## config.mk

```make
export PLATFORM = sky130hd
export DESIGN_NAME = rw_flow_flat
export DESIGN_NICKNAME = d
export VERILOG_FILES = /design/src/rtl/rw_flow_if.sv /design/src/rtl/rw_flow.sv /design/src/flat_wrapper.sv
export SDC_FILE = /design/constraint.sdc
export NUM_CORES = 1
export LEC_CHECK = 0
export CAP_MARGIN = 0
export CORE_AREA = 2 2 42 44
export CTS_BUF_LIST = sky130_fd_sc_hd__clkbuf_2
export CTS_CLUSTER_SIZE = 12
export DETAILED_ROUTE_END_ITERATION = 12
export DIE_AREA = 0 0 44 46
export PLACE_DENSITY = 0.71
export SYNTH_ARGS = -nofsm -noshare
export SYNTH_HDL_FRONTEND = slang
export SYNTH_SLANG_ARGS = --single-unit
export TNS_END_PERCENT = 1
```

## constraint.sdc

```tcl
create_clock -name clk -period 2.7 [get_ports clk]
set_input_delay 0.54 -clock clk [delete_from_list [all_inputs] [get_ports clk]]
set_output_delay 0.54 -clock clk [all_outputs]
set_load 0.005 [all_outputs]
```

## src/rtl/rw_flow_if.sv

```systemverilog
// Command/memory/transmitter handshake bundle for the read/write flow controller.
interface rw_flow_if;
  logic active;
  logic mode;
  logic valid_cmd;
  logic rw;
  logic tx_done;
  logic access_mem;
  logic rw_mem;
  logic sample_data;
  logic tx_data;
  logic busy;

  // Upstream side: decoder, enable logic and transmitter status.
  modport master (
    output active, mode, valid_cmd, rw, tx_done,
    input  access_mem, rw_mem, sample_data, tx_data, busy
  );

  // Controller side.
  modport slave (
    input  active, mode, valid_cmd, rw, tx_done,
    output access_mem, rw_mem, sample_data, tx_data, busy
  );
endinterface

```

## src/rtl/rw_flow.sv

```systemverilog
// Command-flow controller: sequences a memory access per accepted command and,
// for reads, samples the memory data and hands it to the serial transmitter.
//
//  state  | meaning
//  IDLE   | waiting for a command (active, mode and valid_cmd all high)
//  ACCESS | memory strobe held for ACCESS_CYCLES cycles
//  SAMPLE | one-cycle capture of read data into the TX register
//  TX     | transmit request held until tx_done
//  DONE   | one-cycle write turnaround before returning to IDLE
module rw_flow #(
  parameter int unsigned ACCESS_CYCLES = 1
) (
  input  logic        clk,
  input  logic        rst_n,
  rw_flow_if.slave    bus
);

  typedef enum logic [2:0] {
    IDLE   = 3'd0,
    ACCESS = 3'd1,
    SAMPLE = 3'd2,
    TX     = 3'd3,
    DONE   = 3'd4
  } state_t;

  localparam logic [3:0] CNT_LOAD = 4'(ACCESS_CYCLES - 1);

  state_t     state;
  logic [3:0] cnt;
  logic       rw_lat;

  // Outputs are registered alongside the state: each transition also loads the
  // output pattern of the state being entered, so outputs always match state.
  always_ff @(posedge clk or negedge rst_n) begin
    if (!rst_n) begin
      state           <= IDLE;
      cnt             <= 4'd0;
      rw_lat          <= 1'b0;
      bus.access_mem  <= 1'b0;
      bus.rw_mem      <= 1'b0;
      bus.sample_data <= 1'b0;
      bus.tx_data     <= 1'b0;
      bus.busy        <= 1'b0;
    end else if (!bus.active) begin
      state           <= IDLE;
      bus.access_mem  <= 1'b0;
      bus.rw_mem      <= 1'b0;
      bus.sample_data <= 1'b0;
      bus.tx_data     <= 1'b0;
      bus.busy        <= 1'b0;
    end else begin
      case (state)
        IDLE: begin
          if (bus.mode && bus.valid_cmd) begin
            state          <= ACCESS;
            rw_lat         <= bus.rw;
            cnt            <= CNT_LOAD;
            bus.access_mem <= 1'b1;
            bus.rw_mem     <= bus.rw;
            bus.busy       <= 1'b1;
          end
        end
        ACCESS: begin
          if (cnt == 4'd0) begin
            bus.access_mem <= 1'b0;
            bus.rw_mem     <= 1'b0;
            if (rw_lat) begin
              state <= DONE;
            end else begin
              state           <= SAMPLE;
              bus.sample_data <= 1'b1;
            end
          end else begin
            cnt <= cnt - 4'd1;
          end
        end
        SAMPLE: begin
          state           <= TX;
          bus.sample_data <= 1'b0;
          bus.tx_data     <= 1'b1;
        end
        TX: begin
          // A command arriving with tx_done is dropped: the block is still busy here.
          if (bus.tx_done) begin
            state       <= IDLE;
            bus.tx_data <= 1'b0;
            bus.busy    <= 1'b0;
          end
        end
        DONE: begin
          state    <= IDLE;
          bus.busy <= 1'b0;
        end
        default: begin
          state           <= IDLE;
          bus.access_mem  <= 1'b0;
          bus.rw_mem      <= 1'b0;
          bus.sample_data <= 1'b0;
          bus.tx_data     <= 1'b0;
          bus.busy        <= 1'b0;
        end
      endcase
    end
  end

endmodule

```

## src/flat_wrapper.sv

```systemverilog
// flat-port wrapper written by rule: the top's interface ports become plain ports
module rw_flow_flat 
#(
  parameter int unsigned ACCESS_CYCLES = 1
)
  (clk, rst_n, bus_active, bus_mode, bus_valid_cmd, bus_rw, bus_tx_done, bus_access_mem, bus_rw_mem, bus_sample_data, bus_tx_data, bus_busy);
  rw_flow_if bus_i ();
  input  logic clk;
  input  logic rst_n;
  input wire logic [$bits(bus_i.active)-1:0] bus_active;
  input wire logic [$bits(bus_i.mode)-1:0] bus_mode;
  input wire logic [$bits(bus_i.valid_cmd)-1:0] bus_valid_cmd;
  input wire logic [$bits(bus_i.rw)-1:0] bus_rw;
  input wire logic [$bits(bus_i.tx_done)-1:0] bus_tx_done;
  output wire logic [$bits(bus_i.access_mem)-1:0] bus_access_mem;
  output wire logic [$bits(bus_i.rw_mem)-1:0] bus_rw_mem;
  output wire logic [$bits(bus_i.sample_data)-1:0] bus_sample_data;
  output wire logic [$bits(bus_i.tx_data)-1:0] bus_tx_data;
  output wire logic [$bits(bus_i.busy)-1:0] bus_busy;
  assign bus_i.active = bus_active;
  assign bus_i.mode = bus_mode;
  assign bus_i.valid_cmd = bus_valid_cmd;
  assign bus_i.rw = bus_rw;
  assign bus_i.tx_done = bus_tx_done;
  assign bus_access_mem = bus_i.access_mem;
  assign bus_rw_mem = bus_i.rw_mem;
  assign bus_sample_data = bus_i.sample_data;
  assign bus_tx_data = bus_i.tx_data;
  assign bus_busy = bus_i.busy;
  rw_flow #(.ACCESS_CYCLES(ACCESS_CYCLES)) u_core (.clk(clk), .rst_n(rst_n), .bus(bus_i));
endmodule
```

==> flow_metrics.py, run 1 <==
metrics = {
    "status": {
        "status": "completed",
    },
    "worst_setup_path": {
        "critPathSlowestCell": "clkdlybuf4s50_1",
        "cpPeakStageDelay_ns": 0.52,
        "critical_path_class": "reg2out",
        "crit_family": "buffers and inverters",
        "cp_cell_sequence": "clkdlybuf4s50_1",
        "cp.required_ns": 2.16,
        "reg2reg_depth": 5,
        "path_max_fanout": 3,
        "worst_r2r_startpoint": "u_core.cnt[0]$_DFFE_PN0P_",
        "r2r_end": "u_core.state[1]$_DFFE_PN0P_",
        "critPathBufInv": 1,
        "r2r_slack_ns": 1.04,
        "worstPathArrival_ns": 1.18,
        "setup.worst_path.start_class": "flip-flop",
        "cp-end-kind": "output pin",
    },
    "timing": {
        "period_share": 0.638,
        "rsz0062_at_grt": "false",
        "setup_viol_count_final": 0,
        "timing.slew.headroom": 0.607,
        "hold_violations": 0,
        "worst_pin_slew_ns": 0.587,
        "finalWorstSetupSlack_ns": 0.976,
        "drv_slew": 0,
        "finClkSkew_ns": 0.00549,
        "hold-worst-slack_ns": 0.482,
        "period_minus_slack_ns": 1.72,
        "timing.fmax_ghz": 0.580,
        "fin_setup_tns_ns": 0,
    },
    "floorplan": {
        "core_area_um2": 1610,
        "die_y_um": 46,
        "dieArea_um2": 2020,
        "io_pins": 12,
        "initial_utilization": 0.453,
        "die_w_um": 44,
        "row_count": 15,
    },
    "global_route": {
        "grt_pass1_vias": 615,
        "antenna_found_initial": 0,
        "grt_pass1_wl_um": 2650,
        "grt_max_degree": 17,
        "overflow": 0,
        "grt_usage": 0.178,
    },
    "pwr": {
        "p_per_area_nw_per_um2": 806,
        "leakage_nw": 0.363,
        "peakVddDrop_mv": 0.354,
    },
    "synth": {
        "yosysSeqAreaShare": 0.445,
        "ys_ff_latch": 13,
        "synthCells": 75,
        "ys_warn_count": 0,
        "synth_top_area_cell": "dfrtp_1",
        "synth_cell_types": 31,
        "yosysTopAreaCellShare": 0.445,
        "synthesis.area_um2": 731,
        "netlist_top_cells_area": "dfrtp_1 (45%), nand4_1 (3.4%), mux2i_1 (2.7%), nand3_1 (2.7%), o21ai_0 (2.7%)",
        "synth_fp_nets": 83,
        "synth.avg_cell_area_um2": 9.74,
    },
    "cts": {
        "insertion_delay_ns": 0.27,
        "cts_tree": "done",
        "cts_setup_buffers": 0,
        "clkTransAtPathRegs_ns": 0.13,
        "cts_sinks": 13,
        "cts_buffers": 3,
        "root_buffer": "clkbuf_2",
        "clock_path_buffers": 2,
        "cts_resized": 0,
        "htree_num_levels": 1,
        "cts-hold-fix-buffers": 0,
    },
    "place": {
        "port_buffers": 11,
        "gp_congestion": 0.757,
        "dp_slack_ns": 0.734,
        "detailed_place_hpwl_um": 1070,
    },
    "route": {
        "drc": 0,
        "avgRoutedWirePerCell_um": 14.5,
        "vias": 638,
        "viasPerCell": 6.08,
        "dr.pass1.iters": 4,
        "ant_nets": 0,
        "wl_um": 1520,
        "first_iter_violations": 18,
    },
    "final_layout": {
        "diodes": 0,
        "area_delta_synth_final_pct": 18.7,
        "fin_util": 0.537,
        "drive_above_1_share": 0.0795,
        "layout_common_cells": "dfrtp_1 (13), clkdlybuf4s50_1 (11), inv_1 (5), nand2_1 (5)",
        "final_common_cell": "dfrtp_1",
        "num-nets-final": 97,
    },
    "job": {
        "drv_cap": 0,
    },
    "worst_hold_path": {
        "min_path_cells": 1,
        "hold_end": "u_core.bus.sample_data$_DFFE_PN0P_",
        "worst_hold_startpoint": "u_core.rw_lat$_DFFE_PN0P_",
        "hold_path_class": "reg2reg",
    },
}
-- cell families after synthesis --
logic type / Yosys count / share of synthesized area
buffers and inverters: 7 / 0.0462
adders and majority gates: 1 / 0.0171
AOI/OAI and AO/OA: 21 / 0.183
DFF: 13 / 0.445
and+or+nand+nor: 31 / 0.281
muxes: 2 / 0.0274
-- layer usage --
metal / share of wire / up-vias / GRT usage
met5: 0 / - / 0
met4: 0.013 / 0 / 0.0909
met3: 0.057 / 4 / 0.0278
met2: 0.43 / 17 / 0.265
met1: 0.50 / 305 / 0.250
li1: - / 312 / -
-- metrics by stage --
step	area, um^2	std cells	total power (W)
floorplan	731	75	0.000506
global placement	847	101	0.000594
detailed placement	847	101	0.000597
CTS	867	105	0.000702
global route	867	105	0.000755
finish	867	105	0.000699
-- power breakdown --
group	switching, W	internal [W]	total [W]
Sequential	0.0000705	0.000246	0.000317
Combinational	0.000139	0.000142	0.000281
Clock	0.0000625	0.0000393	0.000102
Total	0.000272	0.000427	0.000699
-- worst reg2reg max path, stage by stage (launching register included) --
cell      delay, ns
dfrtp_1        0.44
inv_1          0.08
ha_1           0.19
nor3b_1        0.47
a31oi_1        0.15
a311oi_1       0.24
-- how the worst max path moves through the flow --
stage / end / slack (ns) / depth (start not counted) / start
CTS: bus_rw_mem / 0.97 / 1 / u_core.bus.rw_mem$_DFFE_PN0P_
finish: bus_rw_mem / 0.98 / 1 / u_core.bus.rw_mem$_DFFE_PN0P_
global route: u_core.state[1]$_DFFE_PN0P_ / 0.83 / 5 / u_core.cnt[0]$_DFFE_PN0P_
detailed placement: u_core.cnt[3]$_DFFE_PN0P_ / 0.73 / 4 / bus_active
global placement: u_core.cnt[0]$_DFFE_PN0P_ / 0.74 / 4 / bus_active
floorplan: u_core.state[0]$_DFFE_PN0P_ / 1.24 / 5 / u_core.cnt[0]$_DFFE_PN0P_
-- area by class of cell --
type / instances / area, um^2
clock buffers: 4 / 20.0
fillers: 158 / 747
inverters: 5 / 18.8
multi-input cells: 55 / 372
flip-flops and latches: 13 / 325
well taps: 17 / 21.3
repair buffers: 11 / 110
-- synth_stat cells --
master,number
dfrtp_1,13
inv_1,5
nand2_1,5
nand3_1,4
nand4_1,4
o21ai_0,4
o21ai_1,4
a21oi_1,3
nor2b_1,3
a31oi_1,2
and3b_1,2
mux2i_1,2
nand2b_1,2
nand3b_1,2
nor2_1,2
o211ai_1,2
o311ai_1,2
a221oi_1,1
a311oi_1,1
buf_6,1
clkbuf_1,1
ha_1,1
nand4bb_1,1
nor3_1,1
nor3b_1,1
nor3b_4,1
o21a_1,1
o221ai_1,1
or2b_1,1
or3b_2,1
or3b_4,1
-- sequential cells by signal, indices dropped and copies added, names as in the netlist --
register                flops
u_core.state                3
u_core.rw_lat               1
u_core.bus.sample_data      1
u_core.bus.tx_data          1
u_core.cnt                  4
u_core.bus.rw_mem           1
u_core.bus.busy             1
u_core.bus.access_mem       1
(Power assumes the default switching activity.)
==> run 2, diff against run 1 <==
==> constraint.sdc (replaced) <==
create_clock -name clk -period 1.65 [get_ports clk]
set_input_delay 0.33 -clock clk [delete_from_list [all_inputs] [get_ports clk]]
set_output_delay 0.33 -clock clk [all_outputs]
set_load 0.005 [all_outputs]
==> flow_metrics.py, run 2 (synthesis results as in run 1) <==
metrics = {
    "global_route": {
        "grtUsageMet2": 0.274,
        "use_met3": 0.0278,
        "use_met1": 0.252,
        "grt_pass1_wl_um": 2620,
        "grt_pass1_vias": 602,
        "grt_max_degree": 17,
        "overflow": 0,
        "top_usage_layer": "met2",
        "grt_usage": 0.186,
        "antenna_found_initial": 0,
    },
    "route": {
        "drc": 0,
        "vias": 668,
        "ant_nets": 0,
        "viasPerCell": 6.02,
        "dr.pass1.iters": 4,
        "avgRoutedWirePerCell_um": 14.8,
        "wl_um": 1640,
        "first_iter_violations": 11,
    },
    "timing": {
        "worst_pin_slew_ns": 0.482,
        "rsz0062_at_grt": "false",
        "setup_viol_count_final": 0,
        "period_share": 0.926,
        "period_minus_slack_ns": 1.53,
        "finalWorstSetupSlack_ns": 0.123,
        "timing.slew.headroom": 0.679,
        "timing.fmax_ghz": 0.655,
        "hold_violations": 0,
        "finClkSkew_ns": 0.00846,
        "drv_slew": 0,
    },
    "place": {
        "dp_slack_ns": -0.00418,
        "dp.cells": 107,
        "port_buffers": 11,
        "detailed_place_hpwl_um": 1180,
        "gp_congestion": 0.819,
    },
    "cts": {
        "insertion_delay_ns": 0.29,
        "cts_sinks": 13,
        "clkTransAtPathRegs_ns": 0.13,
        "cts_buffers": 3,
        "htree_num_levels": 1,
        "cts-hold-fix-buffers": 0,
        "clock_path_buffers": 2,
        "root_buffer": "clkbuf_2",
        "cts_tree": "done",
    },
    "pwr": {
        "pwr-share-seq": 0.431,
        "leakage_nw": 0.396,
        "p_per_area_nw_per_um2": 1330,
        "peakVddDrop_mv": 0.632,
        "switching_share": 0.384,
        "p_int_w": 0.000755,
        "p_sw_w": 0.000472,
        "combinationalPowerShare": 0.427,
        "clkPwrFrac": 0.141,
    },
    "floorplan": {
        "dieArea_um2": 2020,
        "io_pins": 12,
        "initial_utilization": 0.453,
        "die_w_um": 44,
        "row_count": 15,
        "core_area_um2": 1610,
        "die_y_um": 46,
    },
    "status": {
        "status": "completed",
    },
    "worst_hold_path": {
        "hold_path_class": "in2async",
    },
    "worst_setup_path": {
        "critPathSlowestCell": "clkdlybuf4s50_1",
        "cp-end-kind": "output pin",
        "cp.required_ns": 1.32,
        "critical_path_class": "reg2out",
        "crit_family": "buffers and inverters",
        "cp_cell_sequence": "clkdlybuf4s50_1",
        "worstPathArrival_ns": 1.20,
        "path_max_fanout": 3,
        "cpPeakStageDelay_ns": 0.51,
        "setup.worst_path.start_class": "flip-flop",
        "critPathBufInv": 1,
    },
    "final_layout": {
        "final_common_cell": "dfrtp_1",
        "drive_above_1_share": 0.149,
        "layout_common_cells": "dfrtp_1 (13), clkdlybuf4s50_1 (11), buf_4 (6)",
        "largest_reg_flops": 4,
        "stdcell_count": 111,
        "top_regs": "u_core.cnt x4, u_core.state x3",
        "diodes": 0,
        "top_register": "u_core.cnt",
        "num-nets-final": 103,
        "area_delta_synth_final_pct": 25.9,
    },
    "job": {
        "drv_cap": 0,
    },
}
## run 2: power groups by stage
| stage | logic, W | registers [W] | clock network (W) |
|---|---|---|---|
| 3_5_place_dp | 0.000504 | 0.000530 | 0 |
| 5_1_grt | 0.000579 | 0.000549 | 0.000188 |
| 2_1_floorplan | 0.000345 | 0.000482 | 0 |
| 3_3_place_gp | 0.000494 | 0.000524 | 0 |
| 4_1_cts | 0.000509 | 0.000523 | 0.000178 |
| 6_report | 0.000524 | 0.000529 | 0.000173 |
## run 2: area by class of cell
class | count | area, um^2
clock buffers | 4 | 20.0
inverters | 5 | 18.8
fillers | 148 | 694
multi-input cells | 55 | 379
well taps | 17 | 21.3
flip-flops and latches | 13 | 325
repair buffers | 17 | 155
## run 2: metrics by stage
step	power [W]	utilization	hold WS, ns	setup TNS [ns]	cell area, um^2
global placement	0.00102	0.553	0.450	-0.00389	892
CTS	0.00121	0.565	0.330	0	912
floorplan	0.000828	-	0.0344	0	731
detailed placement	0.00103	0.553	0.463	-0.00674	892
global route	0.00132	0.570	0.336	0	920
finish	0.00123	0.570	0.328	0	920
## run 2: per-layer routing
metal	wire length (um)	vias to the layer above
li1	-	323
met1	798	324
met2	722	16
met3	76	5
met4	43	0
met5	0	-
## run 2: final timing paths
check / startpoint / endpoint / slack (ns) / depth (start not counted)
worst max-delay path: u_core.bus.rw_mem$_DFFE_PN0P_ / bus_rw_mem / 0.12 / 1
worst min-delay path: rst_n / u_core.cnt[3]$_DFFE_PN0P_ / 0.33 / 2
worst max register to register: u_core.cnt[0]$_DFFE_PN0P_ / u_core.state[0]$_DFFE_PN0P_ / 0.14 / 5
worst min register to register: u_core.rw_lat$_DFFE_PN0P_ / u_core.bus.sample_data$_DFFE_PN0P_ / 0.47 / 1
max in group asynchronous: rst_n / u_core.state[2]$_DFFE_PN0P_ / 1.15 / 2
min in group clk: u_core.rw_lat$_DFFE_PN0P_ / u_core.bus.sample_data$_DFFE_PN0P_ / 0.47 / 1
## run 2: what timing repair did
action                                  CTS  global route
gates resized for setup                   0             2
setup buffers                             0             0
endpoints found under the setup margin    0             6
